==> config.mk <==
export PLATFORM = sky130hd
export DESIGN_NAME = soft_gtv_param_flat
export DESIGN_NICKNAME = d
export VERILOG_FILES = /design/src/rtl/soft_gtv_param_if.sv /design/src/rtl/soft_gtv_param.sv /design/src/flat_wrapper.sv
export SDC_FILE = /design/constraint.sdc
export NUM_CORES = 1
export LEC_CHECK = 0
export BUFFER_PORTS_ARGS = -buffer_cell sky130_fd_sc_hd__buf_4
export CORE_AREA = 2 2 115 117
export CTS_CLUSTER_DIAMETER = 30
export DETAILED_ROUTE_END_ITERATION = 7
export DIE_AREA = 0 0 117 119
export GPL_TIMING_DRIVEN = 1
export PLACE_DENSITY = 0.68
export SLEW_MARGIN = 20
export SYNTH_ARGS = -nofsm -noshare
export SYNTH_HDL_FRONTEND = slang
export SYNTH_SLANG_ARGS = --single-unit
==> constraint.sdc <==
create_clock -name clk -period 4.99 [get_ports clk]
set_input_delay 1.2475 -clock clk [delete_from_list [all_inputs] [get_ports clk]]
set_output_delay 1.2475 -clock clk [all_outputs]
set_load 0.01 [all_outputs]
==> src/rtl/soft_gtv_param_if.sv <==
// Handshake bundle for soft_gtv_param: controls in, count/pulses out.
// The master drives buttons, mode and load; the counter is the slave.
interface soft_gtv_param_if #(
   parameter int WIDTH = 8
);
   logic             spd_btn;
   logic             spd_clr;
   logic [2:0]       mode;
   logic             evnt;
   logic             load;
   logic [WIDTH-1:0] load_val;
   logic [WIDTH-1:0] max_val;
   logic [WIDTH-1:0] count;
   logic             tick;
   logic             tc;
   logic             dir;

   modport master (
      output spd_btn, spd_clr, mode, evnt,
      output load, load_val, max_val,
      input  count, tick, tc, dir
   );

   modport slave (
      input  spd_btn, spd_clr, mode, evnt,
      input  load, load_val, max_val,
      output count, tick, tc, dir
   );
endinterface

==> src/rtl/soft_gtv_param.sv <==
// Parametrised up/down/ping-pong counter stepped by a speed-adjustable
// timebase or by external event edges, with modulo limit and load.
module soft_gtv_param #(
   parameter int WIDTH     = 8,
   parameter int TICK_BASE = 250000,
   parameter int TICK_W    = 25,
   parameter int SPD_W     = 29,
   parameter int SPD_SHIFT = 4,
   parameter bit SAT       = 1'b0
) (
   input  logic             clk,
   input  logic             rst,
   soft_gtv_param_if.slave  bus
);
   localparam int SW = ((SPD_W > TICK_W) ? SPD_W : TICK_W) + 1;
   localparam logic [SW-1:0] PMAX = (SW'(1) << TICK_W) - SW'(1);

   typedef enum logic [1:0] {K_NONE, K_DN, K_UP, K_PP} kind_t;

   logic [SPD_W-1:0]  spd;
   logic [TICK_W-1:0] base;
   logic [SW-1:0]     per_sum;
   logic [TICK_W-1:0] per;
   logic              flag;
   logic              evnt_ff;
   logic              rise;
   kind_t             kind;
   logic              src;
   logic [WIDTH-1:0]  cnt_n;
   logic [WIDTH-1:0]  dec;
   logic              dir_n;
   logic              tc_n;

   always_ff @(posedge clk) begin
      if (!rst) begin
         spd <= '0;
      end else if (bus.spd_clr) begin
         spd <= '0;
      end else if (bus.spd_btn && spd != '1) begin
         spd <= spd + SPD_W'(1);
      end
   end

   // Wide sum so a large speed value clamps instead of wrapping the period.
   assign per_sum = SW'(TICK_BASE) + SW'(spd >> SPD_SHIFT);
   assign per     = (per_sum > PMAX) ? PMAX[TICK_W-1:0]
                                     : per_sum[TICK_W-1:0];
   assign flag    = (base >= per - TICK_W'(1));

   always_ff @(posedge clk) begin
      if (!rst) begin
         base <= '0;
         bus.tick <= 1'b0;
      end else begin
         base <= flag ? '0 : base + TICK_W'(1);
         bus.tick <= flag;
      end
   end

   always_ff @(posedge clk) begin
      if (!rst) evnt_ff <= 1'b1;
      else      evnt_ff <= bus.evnt;
   end

   assign rise = bus.evnt & ~evnt_ff;

   always_comb begin
      kind = K_NONE;
      src  = 1'b0;
      unique case (bus.mode)
         3'd0: begin kind = K_DN; src = flag; end
         3'd1: begin kind = K_UP; src = flag; end
         3'd3: begin kind = K_PP; src = flag; end
         3'd4: begin kind = K_DN; src = rise; end
         3'd5: begin kind = K_UP; src = rise; end
         3'd6: begin kind = K_PP; src = rise; end
         default: begin kind = K_NONE; src = 1'b0; end
      endcase
   end

   assign dec = bus.count - WIDTH'(1);

   always_comb begin
      cnt_n = bus.count;
      dir_n = bus.dir;
      tc_n  = 1'b0;
      if (bus.load) begin
         cnt_n = (bus.load_val > bus.max_val) ? bus.max_val : bus.load_val;
      end else if (src) begin
         unique case (kind)
            K_UP: begin
               if (bus.count < bus.max_val)
                  cnt_n = bus.count + WIDTH'(1);
               else
                  cnt_n = SAT ? bus.max_val : '0;
               tc_n = (cnt_n == bus.max_val);
            end
            K_DN: begin
               if (bus.count != '0)
                  cnt_n = (dec > bus.max_val) ? bus.max_val : dec;
               else
                  cnt_n = SAT ? '0 : bus.max_val;
               tc_n = (cnt_n == '0);
            end
            K_PP: begin
               if (bus.max_val == '0) begin
                  cnt_n = '0;
               end else if (bus.dir && bus.count >= bus.max_val) begin
                  cnt_n = bus.max_val - WIDTH'(1);
                  dir_n = 1'b0;
               end else if (!bus.dir && bus.count == '0) begin
                  cnt_n = WIDTH'(1);
                  dir_n = 1'b1;
               end else if (bus.dir) begin
                  cnt_n = bus.count + WIDTH'(1);
                  tc_n  = (cnt_n == bus.max_val);
               end else begin
                  cnt_n = dec;
                  tc_n  = (cnt_n == '0);
               end
            end
            default: begin
               cnt_n = bus.count;
            end
         endcase
      end
   end

   always_ff @(posedge clk) begin
      if (!rst) begin
         bus.count <= '0;
         bus.tc    <= 1'b0;
         bus.dir   <= 1'b1;
      end else begin
         bus.count <= cnt_n;
         bus.tc    <= tc_n;
         bus.dir   <= dir_n;
      end
   end
endmodule

==> src/flat_wrapper.sv <==
// flat-port wrapper written by rule: the top's interface ports become plain ports
module soft_gtv_param_flat 
#(
   parameter int WIDTH     = 8,
   parameter int TICK_BASE = 250000,
   parameter int TICK_W    = 25,
   parameter int SPD_W     = 29,
   parameter int SPD_SHIFT = 4,
   parameter bit SAT       = 1'b0
)
  (clk, rst, bus_spd_btn, bus_spd_clr, bus_mode, bus_evnt, bus_load, bus_load_val, bus_max_val, bus_count, bus_tick, bus_tc, bus_dir);
  soft_gtv_param_if #(.WIDTH(WIDTH)) bus_i ();
  input  logic clk;
  input  logic rst;
  input wire logic [$bits(bus_i.spd_btn)-1:0] bus_spd_btn;
  input wire logic [$bits(bus_i.spd_clr)-1:0] bus_spd_clr;
  input wire logic [$bits(bus_i.mode)-1:0] bus_mode;
  input wire logic [$bits(bus_i.evnt)-1:0] bus_evnt;
  input wire logic [$bits(bus_i.load)-1:0] bus_load;
  input wire logic [$bits(bus_i.load_val)-1:0] bus_load_val;
  input wire logic [$bits(bus_i.max_val)-1:0] bus_max_val;
  output wire logic [$bits(bus_i.count)-1:0] bus_count;
  output wire logic [$bits(bus_i.tick)-1:0] bus_tick;
  output wire logic [$bits(bus_i.tc)-1:0] bus_tc;
  output wire logic [$bits(bus_i.dir)-1:0] bus_dir;
  assign bus_i.spd_btn = bus_spd_btn;
  assign bus_i.spd_clr = bus_spd_clr;
  assign bus_i.mode = bus_mode;
  assign bus_i.evnt = bus_evnt;
  assign bus_i.load = bus_load;
  assign bus_i.load_val = bus_load_val;
  assign bus_i.max_val = bus_max_val;
  assign bus_count = bus_i.count;
  assign bus_tick = bus_i.tick;
  assign bus_tc = bus_i.tc;
  assign bus_dir = bus_i.dir;
  soft_gtv_param #(.WIDTH(WIDTH), .TICK_BASE(TICK_BASE), .TICK_W(TICK_W), .SPD_W(SPD_W), .SPD_SHIFT(SPD_SHIFT), .SAT(SAT)) u_core (.clk(clk), .rst(rst), .bus(bus_i));
endmodule
==> results of run 1 <==
[worst max-delay path, stage by stage (launching register included)]
cell and delay [ps]:
dfxtp_1 380, and3_2 280, a41oi_4 290, a21oi_4 110, nor2_1 160, ha_1 200, nor3b_2 210, nand3_1 180
or4_1 500, nor3_1 220, xnor2_1 140, nor2_1 60, ha_1 290, a21oi_1 140, o21ai_0 110, a221oi_2 270
o21ai_0 110, or2_2 320, nor3_1 140, buf_4 170, o2bb2ai_1 110, a31o_2 120
[power groups by stage]
stage	registers [mW]	clock network (mW)	logic, mW
after floorplan	0.561	0	0.252
after global placement	0.565	0	0.405
after detailed placement	0.565	0	0.411
after CTS	0.553	0.626	0.412
after global routing	0.555	0.642	0.448
final	0.554	0.615	0.417
[what timing repair did]
action | in CTS | in global routing
hold endpoints to repair | 0 | 0
endpoints found under the setup margin | 0 | 10
resized for setup | 0 | 10
buffers inserted | 0 | 1
[worst paths after layout]
path / start / endpoint / slack, ps / cells after the start
worst min-delay path: u_core.spd[1] / u_core.spd[1] / 480 / 2
worst max register to register: u_core.spd[14] / u_core.bus.count[4] / 420 / 21
worst min register to register: u_core.spd[1] / u_core.spd[1] / 480 / 2
worst max-delay path: u_core.spd[14] / u_core.bus.count[4] / 420 / 21
[flip-flops by register name, summed over array words and instances (netlist names)]
| register | flops |
|---|---|
| u_core.spd | 29 |
| u_core.base | 25 |
| u_core.bus.count | 8 |
| u_core.bus.dir | 1 |
| u_core.bus.tc | 1 |
| u_core.bus.tick | 1 |
| u_core.evnt_ff | 1 |
[cell families (layout without fill, tap and decap cells)]
kind of cell	Yosys count	count (layout)	share of synthesized area
buf+inv	61	97	0.0440
mux	7	7	0.0115
flops	66	66	0.213
fa+ha+maj	59	59	0.119
xor+xnor	111	111	0.157
simple gates	377	377	0.299
compound gates	138	138	0.157
[cells in the final DEF (no fill, tap or decap), drive strengths merged, types with 4 or more instances in the layout]
cell       n
mux2i      6
nand4     27
nor4       5
a211oi     5
xor2      55
a31oi      8
and3      18
buf       58
o21ai     21
nand2     83
o31ai      6
nand2b     8
a31o       4
clkbuf    13
nand3     48
or2        6
nand4b     7
a21oi     35
a221oi     5
and2       5
nor3      22
ha        59
nor2b     10
o2111ai    4
or4        7
o211ai    13
or3        6
xnor2     56
inv       23
nor2     114
and4       6
dfxtp     66
[layer usage]
layer | track usage | wire (um) | vias to the layer above
met3 | 0.0397 | 647 | 55
met4 | 0.161 | 1100 | 0
li1 | - | - | 2991
met1 | 0.294 | 7280 | 2834
met5 | 0 | 0 | -
met2 | 0.495 | 9520 | 163
[per-stage QoR]
stage	cell area [um2]	hold WS, ps	power, mW	utilization
CTS	6960	488	1.59	0.541
global placement	6670	461	0.970	0.518
detailed placement	6670	480	0.975	0.518
global route	7020	515	1.65	0.545
floorplan	6210	454	0.812	-
finish	7020	485	1.59	0.545
[cell type report]
class,count,area [um2],share of cell area
clock buffers,13,280,0.0399
flip-flops and latches,66,1320,0.188
multi-input cells,692,4670,0.664
well taps,176,220,0.0314
repair buffers,58,435,0.0620
clock inverters,2,10.0,0.00143
inverters,24,90.1,0.0128
==> results.yml, run 1 <==
outcome:
  status: "finished clean"
synthesis:
  seq_area_frac_synth: 0.213
  synth_area_leaders: "dfxtp_1 (21%), ha_1 (12%), xnor2_1 (7.9%)"
  synth-edff-count: 0
  synth_area_leader_cell: "dfxtp_1"
  synth_common_cells: "nor2_1 (114), nand2_1 (83), dfxtp_1 (66), ha_1 (59), xnor2_1 (56)"
  synthArstFlopShare: 0
  synth_cell_types: 64
  synth-seq-cells: 66
  yosysMostFrequentCell: "nor2_1"
  syn-num-nets: 903
  synth_warnings: 0
  synth_top_area_frac: 0.213
  syn_avg_cell_area_um2: 7.57
  synthesis.area_mm2: 0.00620
  synth_flop_cell: "dfxtp_1"
  synth_cells: 819
critical_path:
  critPathArrivalTime_ps: 4850
  crit_type: "reg2reg"
  start_kind: "flop"
  cp.required_ps: 5270
  end_kind: "flop"
  crit_fanout: 7
routing:
  vias: 6043
  first_iter_violations: 297
  wl_um: 18600
  wl_per_cell_um: 18.0
  ant_nets: 0
  drc: 0
  viasPerCell: 5.86
  drt_pass1_iterations: 5
sta:
  setup_tns_ps: 0
  fin_crit_ps: 4570
  maxSlewHeadroom: 0.350
  grt_setup_unrepaired: "false"
  finalSetupViolCount: 0
  finClkSkew_ps: 8.47
  finalHoldViolations: 0
  post-route-period-util: 0.916
  drv_slew: 0
  setup_ws_ps: 420
  tightest_slew_ps: 965
  max_freq_ghz: 0.219
grt:
  grt_pass1_vias: 5917
  gr-usage-all-layers: 0.273
  grt_start_max_net_pins: 30
  grt_pass1_wl_um: 29500
  grt.overflow.total: 0
  antenna_found_initial: 0
clocking:
  clkTransAtPathRegs_ps: 50
  htreeDepth: 3
  ctsHoldBuffers: 0
  clkSinkCount: 66
  max-clock-path-buffers: 2
  cts_tree: "yes"
  clkLatencyLatePin_ps: 340
  root_buffer: "clkbuf_16"
  cts_inserted_buffers: 9
floorplanning:
  start_util: 0.482
  fp.coreArea_mm2: 0.0129
  die-area_mm2: 0.0139
  rows: 42
  die_w_um: 117
  die_h_um: 119
  num_io_pins: 36
layout:
  drive_above_1_share: 0.117
  fill_cells: 1232
  area_growth_pct: 13.2
  fin_nets: 935
  diodes: 0
  fin_cells: 1031
pwr:
  irDropWorstVdd_mv: 0.182
  clkPwrFrac: 0.388
  pwr-share-comb: 0.263
  p_seq_frac: 0.349
  p_per_area_mw_per_mm2: 226
  p_leak_nw: 2.74
  p_int_mw: 1.08
  p_sw_frac: 0.322
  p_sw_mw: 0.510
worst_hold_path:
  min_path_type: "reg2reg"
placed_design:
  place_ws_ps: 233
  gp_congestion: 0.970
  dp_hpwl_um: 14600
  dp.cells: 1015
  port_buffers: 35
job:
  cap_violations: 0
Note: power is estimated with default switching activity, not from simulation.
==> run 2, diff against run 1 <==
--- a/config.mk
+++ b/config.mk
@@ -6,12 +6,14 @@
 export NUM_CORES = 1
 export LEC_CHECK = 0
 export BUFFER_PORTS_ARGS = -buffer_cell sky130_fd_sc_hd__buf_4
-export CORE_AREA = 2 2 115 117
+export CELL_PAD_IN_SITES_DETAIL_PLACEMENT = 1
+export CELL_PAD_IN_SITES_GLOBAL_PLACEMENT = 1
+export CORE_AREA = 2 2 125 127
 export CTS_CLUSTER_DIAMETER = 30
 export DETAILED_ROUTE_END_ITERATION = 7
-export DIE_AREA = 0 0 117 119
+export DIE_AREA = 0 0 127 129
 export GPL_TIMING_DRIVEN = 1
-export PLACE_DENSITY = 0.68
+export PLACE_DENSITY = 0.76
 export SLEW_MARGIN = 20
 export SYNTH_ARGS = -nofsm -noshare
 export SYNTH_HDL_FRONTEND = slang
==> results.yml, run 2 (synthesized netlist as in run 1, its figures left out) <==
outcome:
  status: "finished clean"
sta:
  finClkSkew_ps: 5.38
  maxSlewHeadroom: 0.406
  setup_ws_ps: 229
  post-route-period-util: 0.954
  max_freq_ghz: 0.210
  setup_tns_ps: 0
  fin_crit_ps: 4760
  finalSetupViolCount: 0
  drv_slew: 0
  tightest_slew_ps: 881
  finalHoldViolations: 0
placed_design:
  port_buffers: 35
  dp_hpwl_um: 16500
  place_ws_ps: 13.5
  gp_congestion: 0.932
critical_path:
  cp.required_ps: 5210
  end_kind: "flop"
  critPathBufInv: 1
  slowest_stage: "or4_1"
  cpMostUsedCell: "o21ai_0"
  max_stage_delay_ps: 560
  start_kind: "flop"
  critPathArrivalTime_ps: 4980
  critical_path.top_delay_family: "compound AO/OA/AOI/OAI gates"
  crit_type: "reg2reg"
  worstPathCellList: "buf_4, ha_2, nand2_1, o32ai_2, o311a_1, nand3_1, or4_1, nor3_2, xnor2_1, nor2_1, ha_1, a21oi_1, o21ai_0, a221oi_2, o21ai_0, or2_2, nor2b_2, a221o_1"
  crit_fanout: 8
routing:
  wl_per_cell_um: 20.0
  viasPerCell: 5.93
  vias: 6196
  wl_um: 20900
  drt_pass1_iterations: 4
  first_iter_violations: 243
  ant_nets: 0
  drc: 0
layout:
  multiInputGateArea_mm2: 0.00469
  drive_above_1_share: 0.124
  reg_top3: "u_core.spd: 29 flops, u_core.base: 25 flops, u_core.bus.count: 8 flops"
  largest_reg_flops: 29
  fill_cells: 1866
  area_growth_pct: 13.6
  most-common-layout-cells: "nor2_1 (113), nand2_1 (83), dfxtp_1 (66), buf_4 (59), ha_1 (57)"
  fin_nets: 936
  layout_commonest_cell: "nor2_1"
  regArea_mm2: 0.00132
  diodes: 0
  largest-register: "u_core.spd"
floorplanning:
  start_util: 0.414
  rows: 45
  die-area_mm2: 0.0164
  fp.coreArea_mm2: 0.0150
  num_io_pins: 36
  die_h_um: 129
  die_w_um: 127
worst_hold_path:
  min_path_type: "reg2reg"
grt:
  grt_start_max_net_pins: 30
  gr-usage-all-layers: 0.261
  grt.overflow.total: 0
  grt_pass1_vias: 6672
  antenna_found_initial: 0
  grt_pass1_wl_um: 33900
pwr:
  p_per_area_mw_per_mm2: 219
  p_leak_nw: 2.74
  irDropWorstVdd_mv: 0.114
clocking:
  clkLatencyLatePin_ps: 340
  root_buffer: "clkbuf_16"
  max-clock-path-buffers: 2
  cts_tree: "yes"
  htreeDepth: 3
  clkSinkCount: 66
  clkTransAtPathRegs_ps: 50
  cts_inserted_buffers: 9
job:
  cap_violations: 0
==> run 2: cell types whose count changed in the layout (fill, tap and decap cells not counted), sizes merged <==
cell,previous run,this run
clkinv,3,4
clkbuf,13,12
buf,58,59
==> run 2: worst paths after layout <==
kind / from / to / slack [ps] / cells after the start
max: u_core.spd[8] / u_core.bus.dir / 230 / 18
min: u_core.spd[1] / u_core.spd[1] / 500 / 2
max reg2reg: u_core.spd[8] / u_core.bus.dir / 230 / 18
min reg2reg: u_core.spd[1] / u_core.spd[1] / 500 / 2
==> run 2: repair_timing <==
action | CTS | global route
setup buffers | 0 | 1
setup endpoints to repair | 0 | 33
resized for setup | 0 | 16
hold buffers | 0 | 0
==> run 2: area by class of cell <==
| class | instances | share of cell area |
|---|---|---|
| clock buffers | 12 | 0.0364 |
| inverters | 24 | 0.0128 |
| flip-flops and latches | 66 | 0.187 |
| repair buffers | 59 | 0.0628 |
| clock inverters | 3 | 0.00213 |
| multi-input cells | 692 | 0.665 |
| well taps | 188 | 0.0334 |
==> run 2: metal layers <==
layer,share of wire,up-vias,wire [um],GRT usage
li1,-,2992,-,-
met1,0.39,3040,8180,0.268
met2,0.54,108,11300,0.513
met3,0.021,56,439,0.0337
met4,0.045,0,934,0.136
met5,0,-,0,0
==> run 2: where the power goes <==
group | internal [mW] | total [mW] | switching, mW
registers | 0.537 | 0.563 | 0.0262
clock network | 0.358 | 0.583 | 0.225
logic | 0.148 | 0.399 | 0.251
==> run 2: through the flow <==
| step | instances | hold slack [ps] | utilization | cell area (um2) | power [mW] |
|---|---|---|---|---|---|
| 2_1_floorplan | 819 | 454 | - | 6210 | 0.812 |
| 3_3_place_gp | 1028 | 466 | 0.447 | 6700 | 0.945 |
| 3_5_place_dp | 1028 | 500 | 0.447 | 6700 | 0.964 |
| 4_1_cts | 1043 | 506 | 0.465 | 6970 | 1.55 |
| 5_1_grt | 1044 | 528 | 0.471 | 7050 | 1.62 |
| 6_report | 1044 | 499 | 0.471 | 7050 | 1.54 |
==> run 2: worst register-to-register path, stage by stage (launching register included) <==
cell and delay [ps]:
dfxtp_1 390, buf_4 190, ha_2 250, nand2_1 110, o32ai_2 330, o311a_1 300
nand3_1 190, or4_1 560, nor3_2 190, xnor2_1 130, nor2_1 60, ha_1 310
a21oi_1 170, o21ai_0 120, a221oi_2 310, o21ai_0 140, or2_2 350, nor2b_2 200
a221o_1 330
